$ cat src/rtl/ps2_kbd_pkg.sv
// Shared constants, types and lookup helpers for the PS/2 set-2 key decoder.
// Navigation keys map to fixed key_held bit positions.
package ps2_kbd_pkg;

    localparam logic [7:0] PFX_EXT    = 8'hE0;
    localparam logic [7:0] PFX_BRK    = 8'hF0;
    localparam logic [7:0] PFX_PAUSE  = 8'hE1;

    localparam logic [7:0] ST_ZERO    = 8'h00;
    localparam logic [7:0] ST_ERROR   = 8'hFF;
    localparam logic [7:0] ST_BAT_OK  = 8'hAA;
    localparam logic [7:0] ST_ACK     = 8'hFA;
    localparam logic [7:0] ST_ECHO    = 8'hEE;
    localparam logic [7:0] ST_RESEND  = 8'hFE;

    localparam logic [7:0] FAKE_LSHIFT = 8'h12;
    localparam logic [7:0] FAKE_RSHIFT = 8'h59;

    localparam logic [7:0] KEY_UP     = 8'h75;
    localparam logic [7:0] KEY_DOWN   = 8'h72;
    localparam logic [7:0] KEY_LEFT   = 8'h6B;
    localparam logic [7:0] KEY_RIGHT  = 8'h74;
    localparam logic [7:0] KEY_ZIN    = 8'h79;
    localparam logic [7:0] KEY_ZOUT   = 8'h7B;

    localparam logic [2:0] IDX_UP     = 3'd0;
    localparam logic [2:0] IDX_DOWN   = 3'd1;
    localparam logic [2:0] IDX_LEFT   = 3'd2;
    localparam logic [2:0] IDX_RIGHT  = 3'd3;
    localparam logic [2:0] IDX_ZIN    = 3'd4;
    localparam logic [2:0] IDX_ZOUT   = 3'd5;

    localparam int         NAV_KEYS   = 6;
    localparam logic [2:0] PAUSE_SKIP = 3'd7;

    typedef enum logic [2:0] {
        S_IDLE    = 3'd0,
        S_EXT     = 3'd1,
        S_BRK     = 3'd2,
        S_EXT_BRK = 3'd3,
        S_PAUSE   = 3'd4
    } dec_state_e;

    typedef struct packed {
        logic [7:0] code;
        logic       ext;
        logic       brk;
        logic       rep;
    } key_evt_t;

    typedef struct packed {
        logic       hit;
        logic [2:0] idx;
    } nav_hit_t;

    function automatic logic is_status(input logic [7:0] b);
        return (b == ST_ZERO) || (b == ST_ERROR) || (b == ST_BAT_OK) ||
               (b == ST_ACK)  || (b == ST_ECHO)  || (b == ST_RESEND);
    endfunction

    function automatic logic is_fake_shift(input logic [7:0] b);
        return (b == FAKE_LSHIFT) || (b == FAKE_RSHIFT);
    endfunction

    // Arrow keys only count when E0-prefixed; keypad +/- only when not.
    function automatic nav_hit_t nav_lookup(input logic [7:0] c, input logic ext);
        nav_hit_t r;
        r = '0;
        if (ext) begin
            case (c)
                KEY_UP:    r = '{hit: 1'b1, idx: IDX_UP};
                KEY_DOWN:  r = '{hit: 1'b1, idx: IDX_DOWN};
                KEY_LEFT:  r = '{hit: 1'b1, idx: IDX_LEFT};
                KEY_RIGHT: r = '{hit: 1'b1, idx: IDX_RIGHT};
                default:   r = '0;
            endcase
        end else begin
            case (c)
                KEY_ZIN:   r = '{hit: 1'b1, idx: IDX_ZIN};
                KEY_ZOUT:  r = '{hit: 1'b1, idx: IDX_ZOUT};
                default:   r = '0;
            endcase
        end
        return r;
    endfunction

endpackage

$ cat src/rtl/ps2_evt_fifo.sv
// Show-ahead event FIFO built as a shift queue so the head comes straight from a flop.
// Slots at or above the fill count are kept zero.
module ps2_evt_fifo
    import ps2_kbd_pkg::*;
#(
    parameter int DEPTH = 4
) (
    input  logic     clk_i,
    input  logic     rst_i,
    input  logic     wr_en_i,
    input  key_evt_t wr_data_i,
    input  logic     rd_en_i,
    output key_evt_t rd_data_o,
    output logic     empty_o,
    output logic     full_o,
    output logic     drop_o
);

    localparam int CW = $clog2(DEPTH + 1);

    key_evt_t        mem_q [DEPTH];
    key_evt_t        mem_d [DEPTH];
    logic [CW-1:0]   count_q, count_d;
    logic [CW-1:0]   wr_idx;
    logic            pop, push;

    assign empty_o   = (count_q == '0);
    assign full_o    = (count_q == CW'(DEPTH));
    assign rd_data_o = mem_q[0];

    always_comb begin
        pop     = rd_en_i & ~empty_o;
        push    = wr_en_i & (~full_o | pop);
        drop_o  = wr_en_i & full_o & ~pop;
        wr_idx  = count_q - CW'(pop);
        mem_d   = mem_q;
        if (pop) begin
            for (int i = 0; i < DEPTH - 1; i++) begin
                mem_d[i] = mem_q[i+1];
            end
            mem_d[DEPTH-1] = '0;
        end
        if (push) begin
            for (int i = 0; i < DEPTH; i++) begin
                if (wr_idx == CW'(i)) begin
                    mem_d[i] = wr_data_i;
                end
            end
        end
        count_d = count_q + CW'(push) - CW'(pop);
    end

    always_ff @(posedge clk_i or posedge rst_i) begin
        if (rst_i) begin
            count_q <= '0;
            for (int i = 0; i < DEPTH; i++) begin
                mem_q[i] <= '0;
            end
        end else begin
            count_q <= count_d;
            for (int i = 0; i < DEPTH; i++) begin
                mem_q[i] <= mem_d[i];
            end
        end
    end

endmodule

$ cat src/rtl/ps2_key_decoder.sv
// Turns the raw set-2 scan-code byte stream into buffered key events and
// tracks the held state of the six pan/zoom navigation keys.
//
// state     | meaning
// ----------+-----------------------------------------------
// S_IDLE    | no prefix pending
// S_EXT     | E0 seen, waiting for extended code
// S_BRK     | F0 seen, waiting for released code
// S_EXT_BRK | E0 F0 seen, waiting for extended released code
// S_PAUSE   | inside the E1 pause sequence, swallowing bytes
module ps2_key_decoder
    import ps2_kbd_pkg::*;
#(
    parameter int CLK_FREQ   = 50000000,
    parameter int TIMEOUT_US = 2000,
    parameter int FIFO_DEPTH = 4
) (
    input  logic       clk,
    input  logic       reset,
    input  logic       code_new,
    input  logic [7:0] code,
    output logic       evt_valid,
    input  logic       evt_ready,
    output logic [7:0] evt_code,
    output logic       evt_ext,
    output logic       evt_break,
    output logic       evt_repeat,
    output logic [5:0] key_held,
    output logic       overflow
);

    localparam int TO_CYCLES = (CLK_FREQ / 1000000) * TIMEOUT_US;
    localparam int TO_W      = (TO_CYCLES > 2) ? $clog2(TO_CYCLES) : 1;
    localparam logic [TO_W-1:0] TO_LAST = TO_W'(TO_CYCLES - 1);

    dec_state_e             state_q, state_d;
    logic [2:0]             skip_q, skip_d;
    logic [TO_W-1:0]        to_cnt_q, to_cnt_d;
    logic [NAV_KEYS-1:0]    held_q, held_d;
    logic                   overflow_q;

    logic                   timeout;
    logic                   emit, emit_ext, emit_brk;
    nav_hit_t               nav;
    key_evt_t               evt_in, evt_head;
    logic                   fifo_empty, fifo_full, fifo_drop;

    assign timeout = ~code_new && (state_q != S_IDLE) && (to_cnt_q == TO_LAST);

    always_comb begin
        if (code_new || state_q == S_IDLE || to_cnt_q == TO_LAST) begin
            to_cnt_d = '0;
        end else begin
            to_cnt_d = to_cnt_q + 1'b1;
        end
    end

    always_comb begin
        state_d  = state_q;
        skip_d   = skip_q;
        emit     = 1'b0;
        emit_ext = 1'b0;
        emit_brk = 1'b0;
        if (code_new) begin
            case (state_q)
                S_IDLE: begin
                    if (code == PFX_EXT) begin
                        state_d = S_EXT;
                    end else if (code == PFX_BRK) begin
                        state_d = S_BRK;
                    end else if (code == PFX_PAUSE) begin
                        state_d = S_PAUSE;
                        skip_d  = PAUSE_SKIP;
                    end else if (!is_status(code)) begin
                        emit = 1'b1;
                    end
                end
                S_EXT: begin
                    if (code == PFX_BRK) begin
                        state_d = S_EXT_BRK;
                    end else if (is_fake_shift(code)) begin
                        state_d = S_IDLE;
                    end else if (code == PFX_PAUSE) begin
                        state_d = S_PAUSE;
                        skip_d  = PAUSE_SKIP;
                    end else if (code != PFX_EXT) begin
                        emit     = 1'b1;
                        emit_ext = 1'b1;
                        state_d  = S_IDLE;
                    end
                end
                S_BRK: begin
                    if (code == PFX_EXT) begin
                        state_d = S_EXT;
                    end else if (code == PFX_PAUSE) begin
                        state_d = S_PAUSE;
                        skip_d  = PAUSE_SKIP;
                    end else if (code != PFX_BRK) begin
                        emit     = 1'b1;
                        emit_brk = 1'b1;
                        state_d  = S_IDLE;
                    end
                end
                S_EXT_BRK: begin
                    if (is_fake_shift(code)) begin
                        state_d = S_IDLE;
                    end else if (code == PFX_EXT) begin
                        state_d = S_EXT;
                    end else if (code == PFX_PAUSE) begin
                        state_d = S_PAUSE;
                        skip_d  = PAUSE_SKIP;
                    end else if (code != PFX_BRK) begin
                        emit     = 1'b1;
                        emit_ext = 1'b1;
                        emit_brk = 1'b1;
                        state_d  = S_IDLE;
                    end
                end
                S_PAUSE: begin
                    skip_d = skip_q - 1'b1;
                    if (skip_q <= 3'd1) begin
                        state_d = S_IDLE;
                    end
                end
                default: state_d = S_IDLE;
            endcase
        end else if (timeout) begin
            state_d = S_IDLE;
        end
    end

    // Held flags follow the decoded byte even if the FIFO drops its event.
    always_comb begin
        nav        = nav_lookup(code, emit_ext);
        held_d     = held_q;
        evt_in     = '0;
        evt_in.code = code;
        evt_in.ext  = emit_ext;
        evt_in.brk  = emit_brk;
        evt_in.rep  = emit & ~emit_brk & nav.hit & held_q[nav.idx];
        if (emit && nav.hit) begin
            held_d[nav.idx] = ~emit_brk;
        end
    end

    always_ff @(posedge clk or posedge reset) begin
        if (reset) begin
            state_q    <= S_IDLE;
            skip_q     <= '0;
            to_cnt_q   <= '0;
            held_q     <= '0;
            overflow_q <= 1'b0;
        end else begin
            state_q    <= state_d;
            skip_q     <= skip_d;
            to_cnt_q   <= to_cnt_d;
            held_q     <= held_d;
            overflow_q <= fifo_drop;
        end
    end

    ps2_evt_fifo #(
        .DEPTH (FIFO_DEPTH)
    ) u_fifo (
        .clk_i     (clk),
        .rst_i     (reset),
        .wr_en_i   (emit),
        .wr_data_i (evt_in),
        .rd_en_i   (evt_ready),
        .rd_data_o (evt_head),
        .empty_o   (fifo_empty),
        .full_o    (fifo_full),
        .drop_o    (fifo_drop)
    );

    assign evt_valid  = ~fifo_empty;
    assign evt_code   = evt_head.code;
    assign evt_ext    = evt_head.ext;
    assign evt_break  = evt_head.brk;
    assign evt_repeat = evt_head.rep;
    assign key_held   = held_q;
    assign overflow   = overflow_q;

endmodule

$ cat config.mk
export PLATFORM = sky130hd
export DESIGN_NAME = ps2_key_decoder
export DESIGN_NICKNAME = d
export VERILOG_FILES = /design/src/rtl/ps2_kbd_pkg.sv /design/src/rtl/ps2_evt_fifo.sv /design/src/rtl/ps2_key_decoder.sv
export SDC_FILE = /design/constraint.sdc
export NUM_CORES = 1
export LEC_CHECK = 0
export BUFFER_PORTS_ARGS = -buffer_cell sky130_fd_sc_hd__buf_2
export CORE_MARGIN = 8
export CORE_UTILIZATION = 55
export DETAILED_ROUTE_END_ITERATION = 7
export PLACE_DENSITY = 0.74
export SYNTH_ARGS = -nofsm -noshare
export SYNTH_HDL_FRONTEND = slang
export SYNTH_SLANG_ARGS = --single-unit
$ cat constraint.sdc
create_clock -name clk -period 4.9 [get_ports clk]
set_input_delay 0 -clock clk [delete_from_list [all_inputs] [get_ports clk]]
set_output_delay 0 -clock clk [all_outputs]
set_load 0.01 [all_outputs]
==> metrics.md <==
| Metric | Value |
|---|---|
| Status | complete, no violations |
| Largest net degree at the start of global routing | 78 |
| Count of yosys warnings during synthesis | 0 |
| Met3 routed wirelength | 293 um |
| Highest routed layer | met4 |
| I/O pin total | 31 |
| Post-synthesis sequential element count | 77 |
| Global-route wire length before repair | 14400 um |
| Area added between synthesis and finish | 8.02% |
| Placed wire-length estimate after detailed placement | 5920 um |
| Crit-path leading delay family | simple AND/OR/NAND/NOR gates |
| Source-to-sink clock delay at the later pin of the worst-skew pair | 0.35 ns |
| Cell count after placement | 500 |
| Setup-failing EPs final | 0 |
| Via count of the first global-routing pass | 3014 |
| Number of vias per cell after detailed routing | 5.66 |
| GRT overflow | 0 |
| Number of clock sinks seen by CTS | 77 |
| Worst path buffer plus inverter count | 1 |
| Setup repair after global routing missed its margin | no |
| CTS tree | yes |
| Type of origin of the critical path | flip-flop |
| Achievable frequency | 335 MHz |
| Unique cell type count in the Yosys netlist | 61 |
| Number of enable-type register cells in the synthesized netlist | 0 |
| Post-CTS repair timing setup buffer count | 0 |
| Worst stage delay on the critical path | 0.55 ns |
| Die Y | 104 um |
| Number of cells produced by synthesis | 391 |
| Part of the Yosys area used for sequential elements | 44.8% |
| Measured slew at the worst slew-check pin | 1.08 ns |
| Final Instance Count excl. Fillers | 520 |
| Worst slack at placement | 1.92 ns |
| Power Density | 418 nW/um^2 |
| Total Neg Setup Slack | 0 ns |
| Endpoint type of the worst setup path | flip-flop |
| R2R setup slack | 1.91 ns |
| Max clock buf depth | 2 |
| Chip width | 104 um |
| Fraction of final layout cells sized beyond drive strength 1 | 16.5% |
| Standard-cell rows | 32 |
| Antenna violations before repair | 1 |
| Share of the core filled with cells in the final layout | 60.8% |
| Overall die area | 10900 um^2 |
| Fraction of registers with async set/reset | 100% |
| Placer Congestion | 0.830 |
| CTS clk-pin slew, worst paths | 0.08 ns |
| Cell Chain, Critical Path | or3_1, nand2_2, inv_1, ha_1, ha_1, nand2_1, nor2_1, nor2_1, nor3_1, nand3_1, mux2i_1 |
| Layout net count | 432 |
| Filler instances | 625 |
| Critical path data arrival time | 3.25 ns |
| Syn Nets | 411 |
| Syn Area/Cell | 11.0 um^2 |
| Remaining max-slew budget at the tightest pin | 27.2% |
| Port bufs | 30 |
| Tmin final | 2.99 ns |
| GR Util All Layers | 16.1% |
| Number of max-capacitance violations reported | 0 |
| Tightest Hold Check Type | input pin to flip-flop |
| DRC violation total after the first TritonRoute iteration | 98 |
| Drt total wl | 8410 um |
| Number of H-tree branching levels | 3 |
| Leakage power figure | 2.24 nW |
| Wire length per cell after detailed routing | 16.2 um |
| CP max stage cell | sky130_fd_sc_hd__nand3_1 |
| Detailed-routing iteration count for the pre-antenna-repair pass | 4 |
| CTS Root Buffer Type | sky130_fd_sc_hd__clkbuf_8 |
| Post-route clock period utilization | 61.0% |
| Met2 routed wirelength | 3970 um |
| Core area | 7650 um^2 |
| Number of slew-limit violations in the final report | 0 |
| WS Path Type | flip-flop to flip-flop |
| DRT antenna net count | 0 |
| Critical Path Fanout Max | 11 |
| Max VDD drop | 0.179 mV |
| Crit path setup slack, layout | 1.91 ns |
| Netlist area before placement | 4300 um^2 |
| Required time of the worst setup path | 5.16 ns |
| DRC violations left | 0 |
| Initial core utilization | 56.3% |
| CTS Buf Count | 9 |
| Hold violation count in the final report | 0 |
| Detailed-route via count | 2945 |
| Most used DFF post-synth | sky130_fd_sc_hd__dfrtp_1 |
| Setup skew after layout | 0.00903 ns |
| Met1 layer wirelength in the final routing | 4020 um |
| Worst slack on hold paths | 0.0241 ns |
[repair_timing]
| item | CTS | global route |
|---|---|---|
| endpoints found under the hold margin | 79 | 0 |
| resized for setup | 0 | 0 |
| hold buffers | 3 | 0 |
[cells by family after synthesis]
| group | Yosys count | synth area share, % |
|---|---|---|
| simple gates | 123 | 16.7 |
| mux | 86 | 20.2 |
| flops | 77 | 44.8 |
| buf+inv | 47 | 6.10 |
| compound gates | 32 | 6.11 |
| xor+xnor | 18 | 3.66 |
| fa+ha+maj | 8 | 2.50 |
[report_power, final]
part	total (mW)	internal (mW)	switching [mW]
registers	0.865	0.777	0.0877
logic	0.593	0.263	0.330
clock network	0.485	0.248	0.237
[final timing paths]
kind | to | cells after the start | from
max | u_fifo.mem_q[17] | 11 | u_fifo.count_q[2]
min | state_q[1] | 2 | code[4]
max reg2reg | u_fifo.mem_q[17] | 11 | u_fifo.count_q[2]
min reg2reg | skip_q[2] | 1 | skip_q[2]
max in group asynchronous | u_fifo.mem_q[23] | 4 | reset
min in group asynchronous | u_fifo.rd_data_o[8] | 4 | reset
[worst register-to-register path: cells and delay by family (launching register included)]
| kind | cells | cell delay [ns] |
|---|---|---|
| muxes | 1 | 0.29 |
| DFF | 1 | 0.44 |
| and+or+nand+nor | 7 | 1.70 |
| buffers and inverters | 1 | 0.05 |
| adders and majority gates | 2 | 0.44 |
[state kept, by name, indices dropped and copies added, names as in the netlist]
name	count
u_fifo.count_q	3
u_fifo.rd_data_o	11
key_held	6
overflow	1
to_cnt_q	17
u_fifo.mem_q	33
skip_q	3
state_q	3
[cell usage in the layout, fill, tap and decap left out, types with 7 or more instances in the layout]
cell type | synthesis | layout
sky130_fd_sc_hd__nand2_1 | 23 | 23
sky130_fd_sc_hd__clkbuf_8 | 0 | 10
sky130_fd_sc_hd__nor3_1 | 12 | 12
sky130_fd_sc_hd__ha_1 | 7 | 7
sky130_fd_sc_hd__dfrtp_1 | 77 | 77
sky130_fd_sc_hd__nor2_1 | 29 | 29
sky130_fd_sc_hd__mux2i_1 | 79 | 79
sky130_fd_sc_hd__nand3_1 | 10 | 10
sky130_fd_sc_hd__buf_2 | 3 | 30
sky130_fd_sc_hd__inv_1 | 21 | 20
sky130_fd_sc_hd__xor2_1 | 12 | 12
[final cells by class]
type	count	area (um^2)	area share, %
multi-input cells	267	2110	45.5
flip-flops and latches	77	1930	41.4
repair buffers	35	195	4.20
clock buffers	10	138	2.96
well taps	102	128	2.74
inverters	22	82.6	1.78
clock inverters	6	62.6	1.35
diodes	1	2.50	0.0538
[metrics by stage]
step	cell area (um^2)	power [mW]
finish	4650	1.94
CTS	4650	1.97
global route	4650	2.06
floorplan	4300	1.38
detailed placement	4420	1.48
global placement	4420	1.45
[synthesized netlist by cell type, types with 2 or more instances]
master	instances	area (um^2)
sky130_fd_sc_hd__nor4b_2	2	30.0
sky130_fd_sc_hd__nand4_1	6	37.5
sky130_fd_sc_hd__nor2b_1	3	18.8
sky130_fd_sc_hd__nand2_1	23	86.3
sky130_fd_sc_hd__a22o_1	3	26.3
sky130_fd_sc_hd__nand3_1	10	50.1
sky130_fd_sc_hd__o211ai_1	3	22.5
sky130_fd_sc_hd__o21ai_0	2	10.0
sky130_fd_sc_hd__and3_1	6	37.5
sky130_fd_sc_hd__a21boi_0	2	15.0
sky130_fd_sc_hd__and2_1	6	37.5
sky130_fd_sc_hd__buf_6	6	67.6
sky130_fd_sc_hd__nor4_4	2	42.5
sky130_fd_sc_hd__and4_1	5	43.8
sky130_fd_sc_hd__dfrtp_1	77	1930
sky130_fd_sc_hd__ha_1	7	87.6
sky130_fd_sc_hd__nor2_1	29	109
sky130_fd_sc_hd__buf_4	10	75.1
sky130_fd_sc_hd__o211ai_2	2	25.0
sky130_fd_sc_hd__buf_2	3	15.0
sky130_fd_sc_hd__a21oi_1	2	10.0
sky130_fd_sc_hd__xor2_1	12	105
sky130_fd_sc_hd__mux2_2	6	67.6
sky130_fd_sc_hd__xnor2_1	6	52.6
sky130_fd_sc_hd__inv_1	21	78.8
sky130_fd_sc_hd__clkbuf_1	5	18.8
sky130_fd_sc_hd__mux2i_1	79	791
sky130_fd_sc_hd__or3_1	2	12.5
sky130_fd_sc_hd__nor4_1	5	31.3
sky130_fd_sc_hd__o21ai_1	4	20.0
sky130_fd_sc_hd__nor3_1	12	60.1
[layer usage]
layer | vias to the layer above | track usage [%]
met2 | 52 | 24.5
li1 | 1425 | -
met4 | 0 | 6.72
met5 | - | 0
met3 | 14 | 4.40
met1 | 1454 | 21.1
Power figures use the tool's default switching activity.
